[src/rtl/vector_mem_pkg.sv]
// Shared widths, FSM state and response-tracking entry
// for the vector memory arbiter.
package vector_mem_pkg;

    localparam int DEF_NUM_REQ = 4;
    localparam int DEF_ADDR_W  = 32;
    localparam int DEF_DATA_W  = 64;
    localparam int DEF_LEN_W   = 4;
    localparam int DEF_MAX_OUT = 8;
    localparam int ID_W        = $clog2(DEF_NUM_REQ);

    typedef enum logic {
        IDLE     = 1'b0,
        WR_BURST = 1'b1
    } arb_state_t;

    typedef struct packed {
        logic [ID_W-1:0]      id;
        logic [DEF_LEN_W-1:0] len;
    } rsp_ent_t;

    function automatic int wrap_inc(input int v, input int n);
        return (v + 1) % n;
    endfunction

endpackage

[src/rtl/vector_sync_fifo.sv]
// Single-clock FIFO tracking outstanding read commands;
// a push and a pop in one cycle both take effect.
module vector_sync_fifo #(
    parameter int WIDTH = 8,
    parameter int DEPTH = 8
) (
    input  logic             clk,
    input  logic             reset,
    input  logic             push,
    input  logic [WIDTH-1:0] push_data,
    input  logic             pop,
    output logic [WIDTH-1:0] head,
    output logic             full,
    output logic             empty
);

    localparam int AW = $clog2(DEPTH);

    logic [WIDTH-1:0] mem [DEPTH];
    logic [AW-1:0]    wr_ptr;
    logic [AW-1:0]    rd_ptr;
    logic [AW:0]      count;
    logic             do_push;
    logic             do_pop;

    assign full    = (count == (AW+1)'(DEPTH));
    assign empty   = (count == '0);
    assign do_pop  = pop && !empty;
    assign do_push = push && (!full || do_pop);
    assign head    = mem[rd_ptr];

    // Storage array; contents need no reset.
    always_ff @(posedge clk) begin
        if (do_push) mem[wr_ptr] <= push_data;
    end

    // Pointers wrap naturally since DEPTH is a power of two.
    always_ff @(posedge clk or negedge reset) begin
        if (!reset) begin
            wr_ptr <= '0;
            rd_ptr <= '0;
            count  <= '0;
        end else begin
            if (do_push) wr_ptr <= wr_ptr + 1'b1;
            if (do_pop)  rd_ptr <= rd_ptr + 1'b1;
            if (do_push && !do_pop)      count <= count + 1'b1;
            else if (!do_push && do_pop) count <= count - 1'b1;
        end
    end

endmodule

[src/rtl/vector_mem_arbiter.sv]
// Round-robin arbiter of vector load/store ports onto one
// memory port, with locked write bursts and read routing.
module vector_mem_arbiter
    import vector_mem_pkg::*;
#(
    parameter int NUM_REQ = DEF_NUM_REQ,
    parameter int ADDR_W  = DEF_ADDR_W,
    parameter int DATA_W  = DEF_DATA_W,
    parameter int LEN_W   = DEF_LEN_W,
    parameter int MAX_OUT = DEF_MAX_OUT
) (
    input  logic                      clk,
    input  logic                      reset,
    input  logic [NUM_REQ-1:0]        req_valid,
    output logic [NUM_REQ-1:0]        req_ready,
    input  logic [NUM_REQ-1:0]        req_we,
    input  logic [NUM_REQ*ADDR_W-1:0] req_addr,
    input  logic [NUM_REQ*LEN_W-1:0]  req_len,
    input  logic [NUM_REQ*DATA_W-1:0] req_wdata,
    output logic                      mem_req_valid,
    input  logic                      mem_req_ready,
    output logic                      mem_req_we,
    output logic [ADDR_W-1:0]         mem_req_addr,
    output logic [LEN_W-1:0]          mem_req_len,
    output logic [DATA_W-1:0]         mem_req_wdata,
    output logic                      mem_req_last,
    input  logic                      mem_rsp_valid,
    input  logic [DATA_W-1:0]         mem_rsp_rdata,
    output logic [NUM_REQ-1:0]        rsp_valid,
    output logic [DATA_W-1:0]         rsp_rdata
);

    localparam int IDW = $clog2(NUM_REQ);

    arb_state_t     state;
    arb_state_t     state_nxt;
    logic [IDW-1:0] rr_ptr;
    logic [IDW-1:0] rr_pick;
    logic [IDW-1:0] gnt_id;
    logic [IDW-1:0] gnt;
    logic [LEN_W-1:0] beat_cnt;
    logic [LEN_W-1:0] rsp_cnt;
    logic           lock;
    logic           rr_found;
    logic           gnt_vld;
    logic           xfer;
    logic           rd_ok;
    logic           push;
    logic           pop;
    logic           rsp_fire;
    logic           fifo_full;
    logic           fifo_empty;
    rsp_ent_t       push_ent;
    rsp_ent_t       head;

    vector_sync_fifo #(
        .WIDTH ($bits(rsp_ent_t)),
        .DEPTH (MAX_OUT)
    ) u_rsp_fifo (
        .clk       (clk),
        .reset     (reset),
        .push      (push),
        .push_data (push_ent),
        .pop       (pop),
        .head      (head),
        .full      (fifo_full),
        .empty     (fifo_empty)
    );

    // A read may enter a full tracker only if a slot frees this cycle.
    assign rsp_fire = mem_rsp_valid && !fifo_empty;
    assign pop      = rsp_fire && (rsp_cnt == head.len);
    assign rd_ok    = !fifo_full || pop;
    assign push     = xfer && (state == IDLE) && !mem_req_we;
    assign push_ent = '{id: gnt, len: mem_req_len};

    // Round-robin search starting at rr_ptr over eligible requesters.
    always_comb begin
        rr_found = 1'b0;
        rr_pick  = '0;
        for (int k = 0; k < NUM_REQ; k++) begin
            if (!rr_found
                && req_valid[(int'(rr_ptr) + k) % NUM_REQ]
                && (req_we[(int'(rr_ptr) + k) % NUM_REQ] || rd_ok)) begin
                rr_found = 1'b1;
                rr_pick  = IDW'((int'(rr_ptr) + k) % NUM_REQ);
            end
        end
    end

    // Grant: locked during bursts and stalled beats, else round-robin.
    always_comb begin
        gnt     = rr_pick;
        gnt_vld = rr_found;
        if (state == WR_BURST || lock) begin
            gnt     = gnt_id;
            gnt_vld = 1'b1;
        end
        gnt_vld = gnt_vld && reset;
    end

    // FSM state register.
    always_ff @(posedge clk or negedge reset) begin
        if (!reset) state <= IDLE;
        else        state <= state_nxt;
    end

    // FSM next-state logic.
    always_comb begin
        state_nxt = state;
        unique case (state)
            IDLE: begin
                if (xfer && mem_req_we && mem_req_len != '0)
                    state_nxt = WR_BURST;
            end
            WR_BURST: begin
                if (xfer && beat_cnt == LEN_W'(1))
                    state_nxt = IDLE;
            end
            default: state_nxt = IDLE;
        endcase
    end

    // FSM outputs: mux the granted requester onto the memory port.
    always_comb begin
        req_ready     = '0;
        mem_req_valid = 1'b0;
        mem_req_we    = 1'b0;
        mem_req_addr  = '0;
        mem_req_len   = '0;
        mem_req_wdata = '0;
        mem_req_last  = 1'b0;
        if (gnt_vld) begin
            req_ready[gnt] = mem_req_ready;
            mem_req_valid  = req_valid[gnt];
            mem_req_we     = req_we[gnt];
            mem_req_addr   = req_addr[gnt*ADDR_W +: ADDR_W];
            mem_req_len    = req_len[gnt*LEN_W +: LEN_W];
            mem_req_wdata  = req_wdata[gnt*DATA_W +: DATA_W];
            if (state == WR_BURST)
                mem_req_last = (beat_cnt == LEN_W'(1));
            else
                mem_req_last = !req_we[gnt]
                               || (req_len[gnt*LEN_W +: LEN_W] == '0);
        end
        xfer = mem_req_valid && mem_req_ready;
    end

    // Arbitration bookkeeping: pointer, burst count, grant lock.
    always_ff @(posedge clk or negedge reset) begin
        if (!reset) begin
            rr_ptr   <= '0;
            beat_cnt <= '0;
            gnt_id   <= '0;
            lock     <= 1'b0;
        end else begin
            lock <= (state == IDLE) && mem_req_valid && !mem_req_ready;
            if (state == IDLE) gnt_id <= gnt;
            if (xfer) begin
                if (state == WR_BURST) begin
                    beat_cnt <= beat_cnt - 1'b1;
                    if (beat_cnt == LEN_W'(1))
                        rr_ptr <= IDW'(wrap_inc(int'(gnt), NUM_REQ));
                end else if (mem_req_we && mem_req_len != '0) begin
                    beat_cnt <= mem_req_len;
                end else begin
                    rr_ptr <= IDW'(wrap_inc(int'(gnt), NUM_REQ));
                end
            end
        end
    end

    // Count response beats received for the head read command.
    always_ff @(posedge clk or negedge reset) begin
        if (!reset)        rsp_cnt <= '0;
        else if (pop)      rsp_cnt <= '0;
        else if (rsp_fire) rsp_cnt <= rsp_cnt + 1'b1;
    end

    // Route each response beat to the owner of the head entry.
    always_comb begin
        rsp_valid = '0;
        rsp_rdata = '0;
        if (rsp_fire) begin
            rsp_valid[head.id] = 1'b1;
            rsp_rdata          = mem_rsp_rdata;
        end
    end

endmodule

[config.mk]
export PLATFORM = sky130hd
export DESIGN_NAME = vector_mem_arbiter
export DESIGN_NICKNAME = d
export VERILOG_FILES = /design/src/rtl/vector_mem_pkg.sv /design/src/rtl/vector_sync_fifo.sv /design/src/rtl/vector_mem_arbiter.sv
export SDC_FILE = /design/constraint.sdc
export NUM_CORES = 1
export LEC_CHECK = 0
export ABC_AREA = 1
export BUFFER_PORTS_ARGS = -buffer_cell sky130_fd_sc_hd__buf_2
export CORE_AREA = 2 2 256 258
export CTS_BUF_LIST = sky130_fd_sc_hd__clkbuf_8
export DETAILED_ROUTE_END_ITERATION = 16
export DIE_AREA = 0 0 258 260
export GPL_TIMING_DRIVEN = 0
export PLACE_DENSITY = 0.38
export SLEW_MARGIN = 20
export SYNTH_ARGS = -nofsm -noshare
export SYNTH_HDL_FRONTEND = slang
export SYNTH_HIERARCHICAL = 1
export SYNTH_SLANG_ARGS = --single-unit
[constraint.sdc]
create_clock -name clk -period 8.7 [get_ports clk]
set_input_delay 0.435 -clock clk [delete_from_list [all_inputs] [get_ports clk]]
set_output_delay 0.435 -clock clk [all_outputs]
set_load 0.1 [all_outputs]
==> results of run 1 <==
==> metal layers <==
layer	global-route usage [%]	vias up
li1	-	5835
met1	18.58	5664
met2	30.74	537
met3	4.873	67
met4	3.099	26
met5	0	-
==> stage by stage <==
step / hold WS, ns / setup slack [ns] / utilization (%) / instances
after detailed placement: 0.4886 / 3.091 / 19.38 / 2917
after floorplan: 0.1394 / 3.461 / - / 1412
after global placement: 0.4900 / 3.134 / 19.36 / 2917
final: 0.09408 / 3.236 / 19.71 / 2941
after global routing: 0.1159 / 2.603 / 19.70 / 2937
after CTS: 0.1015 / 3.084 / 19.68 / 2933
==> worst reg2reg max path, delay by kind of cell (launching register included) <==
| family | cells | cell delay, ns |
|---|---|---|
| AOI/OAI and AO/OA | 2 | 0.23 |
| buffers and inverters | 8 | 1.04 |
| adders and majority gates | 2 | 0.51 |
| xor gates and xnor gates | 1 | 0.14 |
| and+or+nand+nor | 24 | 3.07 |
| DFF | 1 | 0.40 |
==> cell families (layout without fill, tap and decap cells) <==
kind of cell / count (synthesis) / after routing / share of synthesized area (%)
fa+ha+maj: 13 / 13 / 2.103
compound gates: 156 / 156 / 11.41
simple gates: 933 / 933 / 47.51
buf+inv: 228 / 894 / 12.48
xor+xnor: 10 / 10 / 1.268
other cells: 0 / 8 / 0
flops: 72 / 72 / 25.23
==> state kept, by name, summed over array words and instances (netlist names) <==
signal             count
beat_cnt               4
u_rsp_fifo/count       4
u_rsp_fifo/mem        48
u_rsp_fifo/rd_ptr      3
state                  1
rsp_cnt                4
gnt_id                 2
rr_ptr                 2
u_rsp_fifo/wr_ptr      3
lock                   1
==> cell usage in the layout, fill, tap and decap left out, types with 10 or more instances in the layout <==
cell type / Yosys / routed
clkbuf_1: 41 / 39
nor2_1: 97 / 97
a31oi_1: 96 / 96
edfxtp_1: 48 / 48
dfrtp_1: 24 / 24
ha_1: 12 / 12
buf_2: 32 / 682
nand2_1: 653 / 653
o21ai_1: 18 / 18
buf_1: 11 / 11
inv_1: 120 / 121
clkbuf_8: 0 / 10
o21ai_0: 27 / 27
nand3_1: 136 / 136
nand2_2: 17 / 17
==> area by class of cell <==
class                   count  area [µm²]
inverters                 131       499.2
repair buffers            650        3253
clock buffers              10       137.6
clock inverters             6       58.81
diodes                      8       20.02
plain buffers              97       513.0
multi-input cells        1112        5046
well taps                 855        1070
fillers                  7584       51480
flip-flops and latches     72        2042
==> worst paths after layout <==
path	end	slack, ns	depth (start not counted)
worst max-delay path	u_rsp_fifo/count[3]	3.24	37
worst min-delay path	rsp_cnt[1]	0.09	1
worst max register to register	u_rsp_fifo/count[3]	3.24	37
worst min register to register	beat_cnt[1]	0.50	2
max in group asynchronous	beat_cnt[1]	8.15	1
min in group clk	lock	0.38	2
==> flow_metrics.env, run 1 <==
export IMPL_run_status="finished clean"
export IMPL_routed_top_layer="met5"
export IMPL_postCtsHoldBufs=0
export IMPL_clkTransAtPathRegs_ns=0.09
export IMPL_synth_distinct_cells=42
export IMPL_final_area_um2=12640
export IMPL_grt_max_degree=26
export IMPL_finalCriticalPeriod_ns=5.464
export IMPL_finalCritPeriodShare_pct=62.80
export IMPL_synthFlopType="edfxtp_1"
export IMPL_crit_top_cell="nand2_1"
export IMPL_synth_top_area_share_pct=30.29
export IMPL_clk_latency_ns=0.36
export IMPL_avgViaCountPerCell=4.124
export IMPL_post_cts_setup_buffers=0
export IMPL_io_pins=651
export IMPL_finalSetupViolCount=0
export IMPL_netlist_area_um2=8093
export IMPL_worst_hold_path_type="in -> async"
export IMPL_clock_skew_ns=0.01558
export IMPL_worst_setup_path_start_kind="flip-flop"
export IMPL_netlist_top_cells_area="nand2_1, edfxtp_1, nand3_1"
export IMPL_slew_headroom_pct=35.82
export IMPL_end_kind="flip-flop"
export IMPL_tns_ns=0
export IMPL_rsz0062_at_grt="false"
export IMPL_drt_met1_wl_mm=22.82
export IMPL_cts_root_buf="clkbuf_8"
export IMPL_routabilityCongestion=0.9809
export IMPL_syn_area_per_cell_um2=5.731
export IMPL_antenna_found_initial=30
export IMPL_seq_area_frac_synth_pct=25.23
export IMPL_cp_max_fo=10
export IMPL_critical_path_top_delay_family="simple AND/OR/NAND/NOR gates"
export IMPL_arrival_ns=5.72
export IMPL_clock_path_buffers=2
export IMPL_h_tree_depth=3
export IMPL_cts_resized=0
export IMPL_slowest_stage="nor3_1"
export IMPL_postPlaceCellArea_um2=12420
export IMPL_syn_nets=1901
export IMPL_io_buffers=650
export IMPL_grt_pass1_vias=11970
export IMPL_wl_met3_mm=4.764
export IMPL_max_clock_freq_mhz=183.0
export IMPL_synth_edf_count=48
export IMPL_cp_buffers_inverters=8
export IMPL_cp_required_ns=8.96
export IMPL_drv_cap=0
export IMPL_routedWlPerCell_um=19.87
export IMPL_initial_core_util_pct=12.62
export IMPL_drtAntennaViolNets=0
export IMPL_wl_mm=58.45
export IMPL_core_area_um2=64120
export IMPL_die_y_um=260
export IMPL_grt_usage_pct=16.50
export IMPL_startpoint="u_rsp_fifo/rd_ptr[0]"
export IMPL_grt_pass1_wl_mm=81.13
export IMPL_cts_made_buffers=9
export IMPL_drive_gt1_share_pct=36.48
export IMPL_dieArea_um2=67080
export IMPL_yosys_top_cells_count="nand2_1, nand3_1, inv_1"
export IMPL_num_nets_final=2562
export IMPL_drt_first_pass_iters=5
export IMPL_yosysMostFrequentCell="nand2_1"
export IMPL_yosys_warnings=6
export IMPL_tightestPinTransition_ns=0.9553
export IMPL_dp_hpwl_mm=50.84
export IMPL_synth_seq_cells=72
export IMPL_r2r_start="u_rsp_fifo/rd_ptr[0]"
export IMPL_drtIter0Drc=686
export IMPL_synth_top_cell_by_area="nand2_1"
export IMPL_num_vias=12130
export IMPL_drcViolationCount=0
export IMPL_wl_met2_mm=29.66
export IMPL_slowest_delay_ns=0.46
export IMPL_area_growth_synth_to_final_pct=56.18
export IMPL_placementRows=93
export IMPL_syn_instance_count=1412
export IMPL_async_flop_share_pct=33.33
export IMPL_path_class="reg -> reg"
export IMPL_clock_sinks=72
export IMPL_grt_ovfl_total=0
export IMPL_tritoncts="yes"
export IMPL_slew_viol_final=0
export IMPL_die_w_um=258
export IMPL_finalHoldViolCount=0
Power of run 1 is left out: the tool's default activity adds up to more than one toggle a clock period on the data nets, which glitch-free logic cannot reach.
==> run 2: changes to the inputs <==
--- a/config.mk
+++ b/config.mk
@@ -5,14 +5,14 @@
 export SDC_FILE = /design/constraint.sdc
 export NUM_CORES = 1
 export LEC_CHECK = 0
-export ABC_AREA = 1
+export ABC_AREA = 0
 export BUFFER_PORTS_ARGS = -buffer_cell sky130_fd_sc_hd__buf_2
-export CORE_AREA = 2 2 256 258
+export CORE_AREA = 2 2 251 253
 export CTS_BUF_LIST = sky130_fd_sc_hd__clkbuf_8
 export DETAILED_ROUTE_END_ITERATION = 16
-export DIE_AREA = 0 0 258 260
+export DIE_AREA = 0 0 253 255
 export GPL_TIMING_DRIVEN = 0
-export PLACE_DENSITY = 0.38
+export PLACE_DENSITY = 0.39
 export SLEW_MARGIN = 20
 export SYNTH_ARGS = -nofsm -noshare
 export SYNTH_HDL_FRONTEND = slang
==> constraint.sdc (replaced) <==
create_clock -name clk -period 4.5 [get_ports clk]
set_input_delay 0.225 -clock clk [delete_from_list [all_inputs] [get_ports clk]]
set_output_delay 0.225 -clock clk [all_outputs]
set_load 0.1 [all_outputs]
==> flow_metrics.env, run 2 <==
export IMPL_run_status="finished with violations"
export IMPL_violations="negative setup slack"
export IMPL_cts_made_buffers=9
export IMPL_finalSetupViolCount=171
export IMPL_area_growth_synth_to_final_pct=130.3
export IMPL_crit_top_cell="buf_6"
export IMPL_cp_max_fo=5
export IMPL_slew_headroom_pct=43.67
export IMPL_hp_start="mem_req_ready"
export IMPL_hold_worst_slack_ns=0.1240
export IMPL_grt_max_degree=27
export IMPL_cp_buffers_inverters=9
export IMPL_routabilityCongestion=0.8891
export IMPL_wl_mm=55.46
export IMPL_tns_ns=-80.55
export IMPL_initial_core_util_pct=12.54
export IMPL_drtAntennaViolNets=0
export IMPL_fillCellCount=6620
export IMPL_max_clock_freq_mhz=186.7
export IMPL_end_kind="flip-flop"
export IMPL_synth_distinct_cells=63
export IMPL_die_y_um=255
export IMPL_io_buffers=650
export IMPL_tritoncts="yes"
export IMPL_finalCritPeriodShare_pct=119.1
export IMPL_antenna_found_initial=35
export IMPL_synth_top_cell_by_area="a211oi_1"
export IMPL_routedWlPerCell_um=22.74
export IMPL_avgViaCountPerCell=4.254
export IMPL_synthFlopType="edfxtp_1"
export IMPL_core_area_um2=62160
export IMPL_worst_hold_path_type="in -> reg"
export IMPL_drv_cap=0
export IMPL_clk_latency_ns=0.35
export IMPL_synth_top_area_share_pct=19.17
export IMPL_setup_slack_ns=-0.8575
export IMPL_tightestPinTransition_ns=0.8359
export IMPL_regMostFlops="u_rsp_fifo/mem"
export IMPL_grt_pass1_vias=10530
export IMPL_slew_viol_final=0
export IMPL_finalHoldViolCount=0
export IMPL_startpoint="u_rsp_fifo/rd_ptr[0]"
export IMPL_finalCriticalPeriod_ns=5.357
export IMPL_syn_instance_count=849
export IMPL_slowest_stage="or4b_4"
export IMPL_clock_skew_ns=0.01872
export IMPL_die_w_um=253
export IMPL_multiInputGateArea_um2=7461
export IMPL_grt_pass1_wl_mm=74.04
export IMPL_yosys_warnings=6
export IMPL_io_pins=651
export IMPL_clkTransAtPathRegs_ns=0.09
export IMPL_netlist_area_um2=7792
export IMPL_netlist_top_cells_area="a211oi_1, edfxtp_1, mux2i_1"
export IMPL_drive_gt1_share_pct=69.43
export IMPL_dp_slack_ns=-2.466
export IMPL_clock_sinks=72
export IMPL_largest_reg_flops=48
export IMPL_slowest_delay_ns=0.54
export IMPL_regArea_um2=2043
export IMPL_num_nets_final=2110
export IMPL_placementRows=92
export IMPL_r2r_start="u_rsp_fifo/rd_ptr[0]"
export IMPL_drt_first_pass_iters=5
export IMPL_worst_setup_path_start_kind="flip-flop"
export IMPL_yosysMostFrequentCell="a211oi_1"
export IMPL_dieArea_um2=64520
export IMPL_yosys_top_cells_count="a211oi_1, and2_1, mux2i_1"
export IMPL_final_cell_mix="buf_2, and2_1, buf_12, a211oi_4, mux2i_1"
export IMPL_async_flop_share_pct=33.33
export IMPL_drtIter0Drc=415
export IMPL_num_vias=10380
export IMPL_cts_root_buf="clkbuf_8"
export IMPL_syn_area_per_cell_um2=9.178
export IMPL_h_tree_depth=3
export IMPL_seq_area_frac_synth_pct=26.20
export IMPL_grt_usage_pct=15.75
export IMPL_syn_nets=1338
export IMPL_arrival_ns=5.59
export IMPL_critical_path_top_delay_family="simple AND/OR/NAND/NOR gates"
export IMPL_dp_hpwl_mm=44.94
export IMPL_synth_seq_cells=72
export IMPL_postPlaceCellArea_um2=13700
export IMPL_grt_ovfl_total=0
export IMPL_rsz0062_at_grt="true"
export IMPL_path_class="reg -> reg"
export IMPL_cp_required_ns=4.73
export IMPL_synth_edf_count=48
export IMPL_clock_path_buffers=2
export IMPL_drcViolationCount=0
export IMPL_final_common_cell="buf_2"
export IMPL_final_area_um2=17950
-- run 2: kinds of logic (layout without fill, tap and decap cells) --
logic type / count (synthesis) / after routing / share of synthesized area (%)
AOI/OAI and AO/OA: 254 / 254 / 25.14
xor gates and xnor gates: 12 / 12 / 1.349
adders and majority gates: 13 / 13 / 2.184
buffers and inverters: 97 / 874 / 5.138
DFF: 72 / 72 / 26.20
muxes: 137 / 137 / 20.34
other: 0 / 14 / 0
and+or+nand+nor: 264 / 264 / 19.64
-- run 2: path summary, 6_finish.rpt --
check,cells after the start,slack (ns),end
worst max-delay path,26,-0.86,u_rsp_fifo/count[3]
worst min-delay path,2,0.12,lock
worst max register to register,26,-0.86,u_rsp_fifo/count[3]
worst min register to register,2,0.58,rsp_cnt[3]
max in group asynchronous,2,3.60,u_rsp_fifo/rd_ptr[0]
min in group asynchronous,2,0.45,u_rsp_fifo/rd_ptr[1]
-- run 2: area by class of cell --
class / count / area share [%]
clock inverters: 7 / 0.4741
flip-flops and latches: 72 / 11.39
well taps: 799 / 5.571
repair buffers: 761 / 33.81
plain buffers: 85 / 5.947
clock buffers: 9 / 0.6902
diodes: 14 / 0.1952
multi-input cells: 680 / 41.57
inverters: 12 / 0.3556
-- run 2: per-layer routing --
layer / global-route usage (%) / vias up / wire length, µm
met5: 0 / - / 115
met4: 5.173 / 18 / 2550
met3: 3.153 / 103 / 3099
met2: 28.77 / 426 / 28120
met1: 18.34 / 5088 / 21570
li1: - / 4741 / -
-- run 2: per-stage QoR --
stage	util [%]	std cells
after global routing	28.85	2434
final	28.87	2439
after floorplan	-	849
after CTS	25.16	2350
after detailed placement	22.03	2299
after global placement	21.99	2298
-- run 2: what timing repair did --
| action | CTS | global route |
|---|---|---|
| gates resized for setup | 379 | 412 |
| cloned | 2 | 7 |
| hold buffers | 1 | 0 |
| setup buffers | 32 | 68 |
| pin swaps | 38 | 49 |
| setup endpoints to repair | 218 | 185 |
| endpoints found under the hold margin | 24 | 0 |
Power of run 2 is left out for the same reason.
==> run 3: changes to the inputs <==
--- a/config.mk
+++ b/config.mk
@@ -7,12 +7,12 @@
 export LEC_CHECK = 0
 export ABC_AREA = 0
 export BUFFER_PORTS_ARGS = -buffer_cell sky130_fd_sc_hd__buf_2
-export CORE_AREA = 2 2 251 253
+export CORE_AREA = 2 2 252 254
 export CTS_BUF_LIST = sky130_fd_sc_hd__clkbuf_8
 export DETAILED_ROUTE_END_ITERATION = 16
-export DIE_AREA = 0 0 253 255
+export DIE_AREA = 0 0 254 256
 export GPL_TIMING_DRIVEN = 0
-export PLACE_DENSITY = 0.39
+export PLACE_DENSITY = 0.38
 export SLEW_MARGIN = 20
 export SYNTH_ARGS = -nofsm -noshare
 export SYNTH_HDL_FRONTEND = slang
==> constraint.sdc (replaced) <==
create_clock -name clk -period 5.9 [get_ports clk]
set_input_delay 0.295 -clock clk [delete_from_list [all_inputs] [get_ports clk]]
set_output_delay 0.295 -clock clk [all_outputs]
set_load 0.1 [all_outputs]
==> flow_metrics.env, run 3 (same netlist as run 2, synthesis figures left out) <==
export IMPL_run_status="finished clean"
export IMPL_grt_met1_usage_pct=17.79
export IMPL_reg2reg_to="u_rsp_fifo/count[3]"
export IMPL_drt_first_pass_iters=5
export IMPL_largest_reg_flops=48
export IMPL_cp_required_ns=6.12
export IMPL_tritoncts="yes"
export IMPL_end_kind="flip-flop"
export IMPL_clock_path_buffers=2
export IMPL_drcViolationCount=0
export IMPL_die_w_um=254
export IMPL_worst_setup_path_start_kind="flip-flop"
export IMPL_startpoint="u_rsp_fifo/rd_ptr[0]"
export IMPL_grt_pass1_wl_mm=71.53
export IMPL_slew_headroom_pct=25.26
export IMPL_rsz0062_at_grt="true"
export IMPL_hold_worst_slack_ns=0.2454
export IMPL_antenna_found_initial=40
export IMPL_io_buffers=650
export IMPL_clkTransAtPathRegs_ns=0.08
export IMPL_finalHoldViolCount=0
export IMPL_cts_root_buf="clkbuf_8"
export IMPL_drtIter0Drc=489
export IMPL_avgViaCountPerCell=4.160
export IMPL_dp_hpwl_mm=45.00
export IMPL_regMostFlops="u_rsp_fifo/mem"
export IMPL_grt_max_degree=27
export IMPL_num_nets_final=2007
export IMPL_grt_usage_pct=15.20
export IMPL_die_y_um=256
export IMPL_worst_hold_path_type="in -> reg"
export IMPL_area_growth_synth_to_final_pct=69.09
export IMPL_initial_core_util_pct=12.49
export IMPL_cts_made_buffers=9
export IMPL_core_area_um2=62390
export IMPL_fillCellCount=7056
export IMPL_placementRows=92
export IMPL_max_clock_freq_mhz=173.1
export IMPL_multiInputGateArea_um2=5993
export IMPL_grt_pass1_vias=10140
export IMPL_rr_worst_depth=23
export IMPL_tns_ns=0
export IMPL_slew_viol_final=0
export IMPL_finalSetupViolCount=0
export IMPL_drv_cap=0
export IMPL_met2_usage_pct=27.35
export IMPL_routedWlPerCell_um=21.94
export IMPL_endpoint="u_rsp_fifo/count[3]"
export IMPL_grt_use_met3_pct=3.000
export IMPL_rrSetupSlack_ns=0.12
export IMPL_finalCritPeriodShare_pct=97.91
export IMPL_cp_max_fo=10
export IMPL_final_common_cell="buf_2"
export IMPL_path_class="reg -> reg"
export IMPL_grt_busiest_layer="met2"
export IMPL_io_pins=651
export IMPL_grt_ovfl_total=0
export IMPL_arrival_ns=6.00
export IMPL_tightestPinTransition_ns=1.113
export IMPL_num_vias=9926
export IMPL_clk_latency_ns=0.35
export IMPL_wl_mm=52.35
export IMPL_dieArea_um2=65020
export IMPL_clock_sinks=72
export IMPL_finalCriticalPeriod_ns=5.777
export IMPL_routabilityCongestion=0.9610
export IMPL_drive_gt1_share_pct=57.45
export IMPL_r2r_start="u_rsp_fifo/rd_ptr[0]"
export IMPL_regArea_um2=2043
export IMPL_h_tree_depth=3
export IMPL_clock_skew_ns=0.01428
export IMPL_drtAntennaViolNets=0
export IMPL_final_cell_mix="buf_2, and2_1, mux2i_1, a211oi_2, a211oi_1"
-- run 3: cell count changes in the layout (fill, tap and decap cells not counted), moves of 9 or more --
cell	change
clkbuf_16	-13
clkbuf_8	-13
a211oi_2	+28
mux2i_2	-13
clkbuf_2	+9
buf_4	-63
buf_2	+117
clkbuf_1	+27
buf_12	-128
buf_8	-18
a211oi_4	-100
mux2i_1	+16
a211oi_1	+72
buf_6	-21
-- run 3: area by class of cell --
type	instances	area share, %
buffer	85	3.371
clock inverter	7	0.7312
timing repair buffer	658	25.26
sequential	72	15.51
tap	846	8.033
inverter	12	0.3513
multi-input combinational	680	45.48
clock buffer	9	0.9401
antenna	17	0.3229
-- run 3: timing repair --
action,4_1_cts,5_1_grt
setup buffers,6,0
hold buffers,1,0
hold endpoints to repair,24,0
endpoints found under the setup margin,180,51
pin swaps,3,2
gates resized for setup,40,31
-- run 3: layer usage --
| layer | wire length, µm | vias up |
|---|---|---|
| met3 | 3191 | 81 |
| met1 | 21070 | 4740 |
| met2 | 26550 | 473 |
| met5 | 76 | - |
| li1 | - | 4620 |
| met4 | 1462 | 12 |
-- run 3: through the flow --
| stage | area, µm² | util, % | setup WS (ns) | instances |
|---|---|---|---|---|
| after detailed placement | 12660 | 20.29 | -1.183 | 2346 |
| after global routing | 13170 | 21.10 | -0.1424 | 2382 |
| after floorplan | 8327 | - | -0.2554 | 849 |
| final | 13180 | 21.12 | 0.1235 | 2386 |
| after global placement | 12640 | 20.26 | -1.601 | 2345 |
| after CTS | 13080 | 20.97 | 0.01497 | 2369 |
-- run 3: worst max-delay path, cell delays in order, from the launching register on --
cell	delay [ns]
dfrtp_2	0.40
buf_8	0.17
mux4_2	0.53
mux2_2	0.30
xor2_1	0.17
nor3_2	0.25
buf_4	0.17
a21bo_2	0.20
o221ai_4	0.15
a2111o_1	0.42
o21a_2	0.25
buf_6	0.16
mux2i_1	0.12
mux2_4	0.34
nor3_4	0.21
nor3b_4	0.33
o21ai_4	0.17
inv_2	0.07
ha_2	0.23
inv_2	0.09
ha_4	0.24
or4_1	0.46
o211ai_1	0.10
o211ai_1	0.10
-- run 3: worst min path at each step --
stage | start | endpoint | depth (start not counted)
global placement | reset | u_rsp_fifo/rd_ptr[2] | 1
CTS | mem_req_ready | lock | 2
floorplan | reset | beat_cnt[0] | 0
global route | mem_req_ready | lock | 2
finish | mem_req_ready | lock | 2
detailed placement | reset | u_rsp_fifo/rd_ptr[2] | 1
Power of run 3 is left out for the same reason.
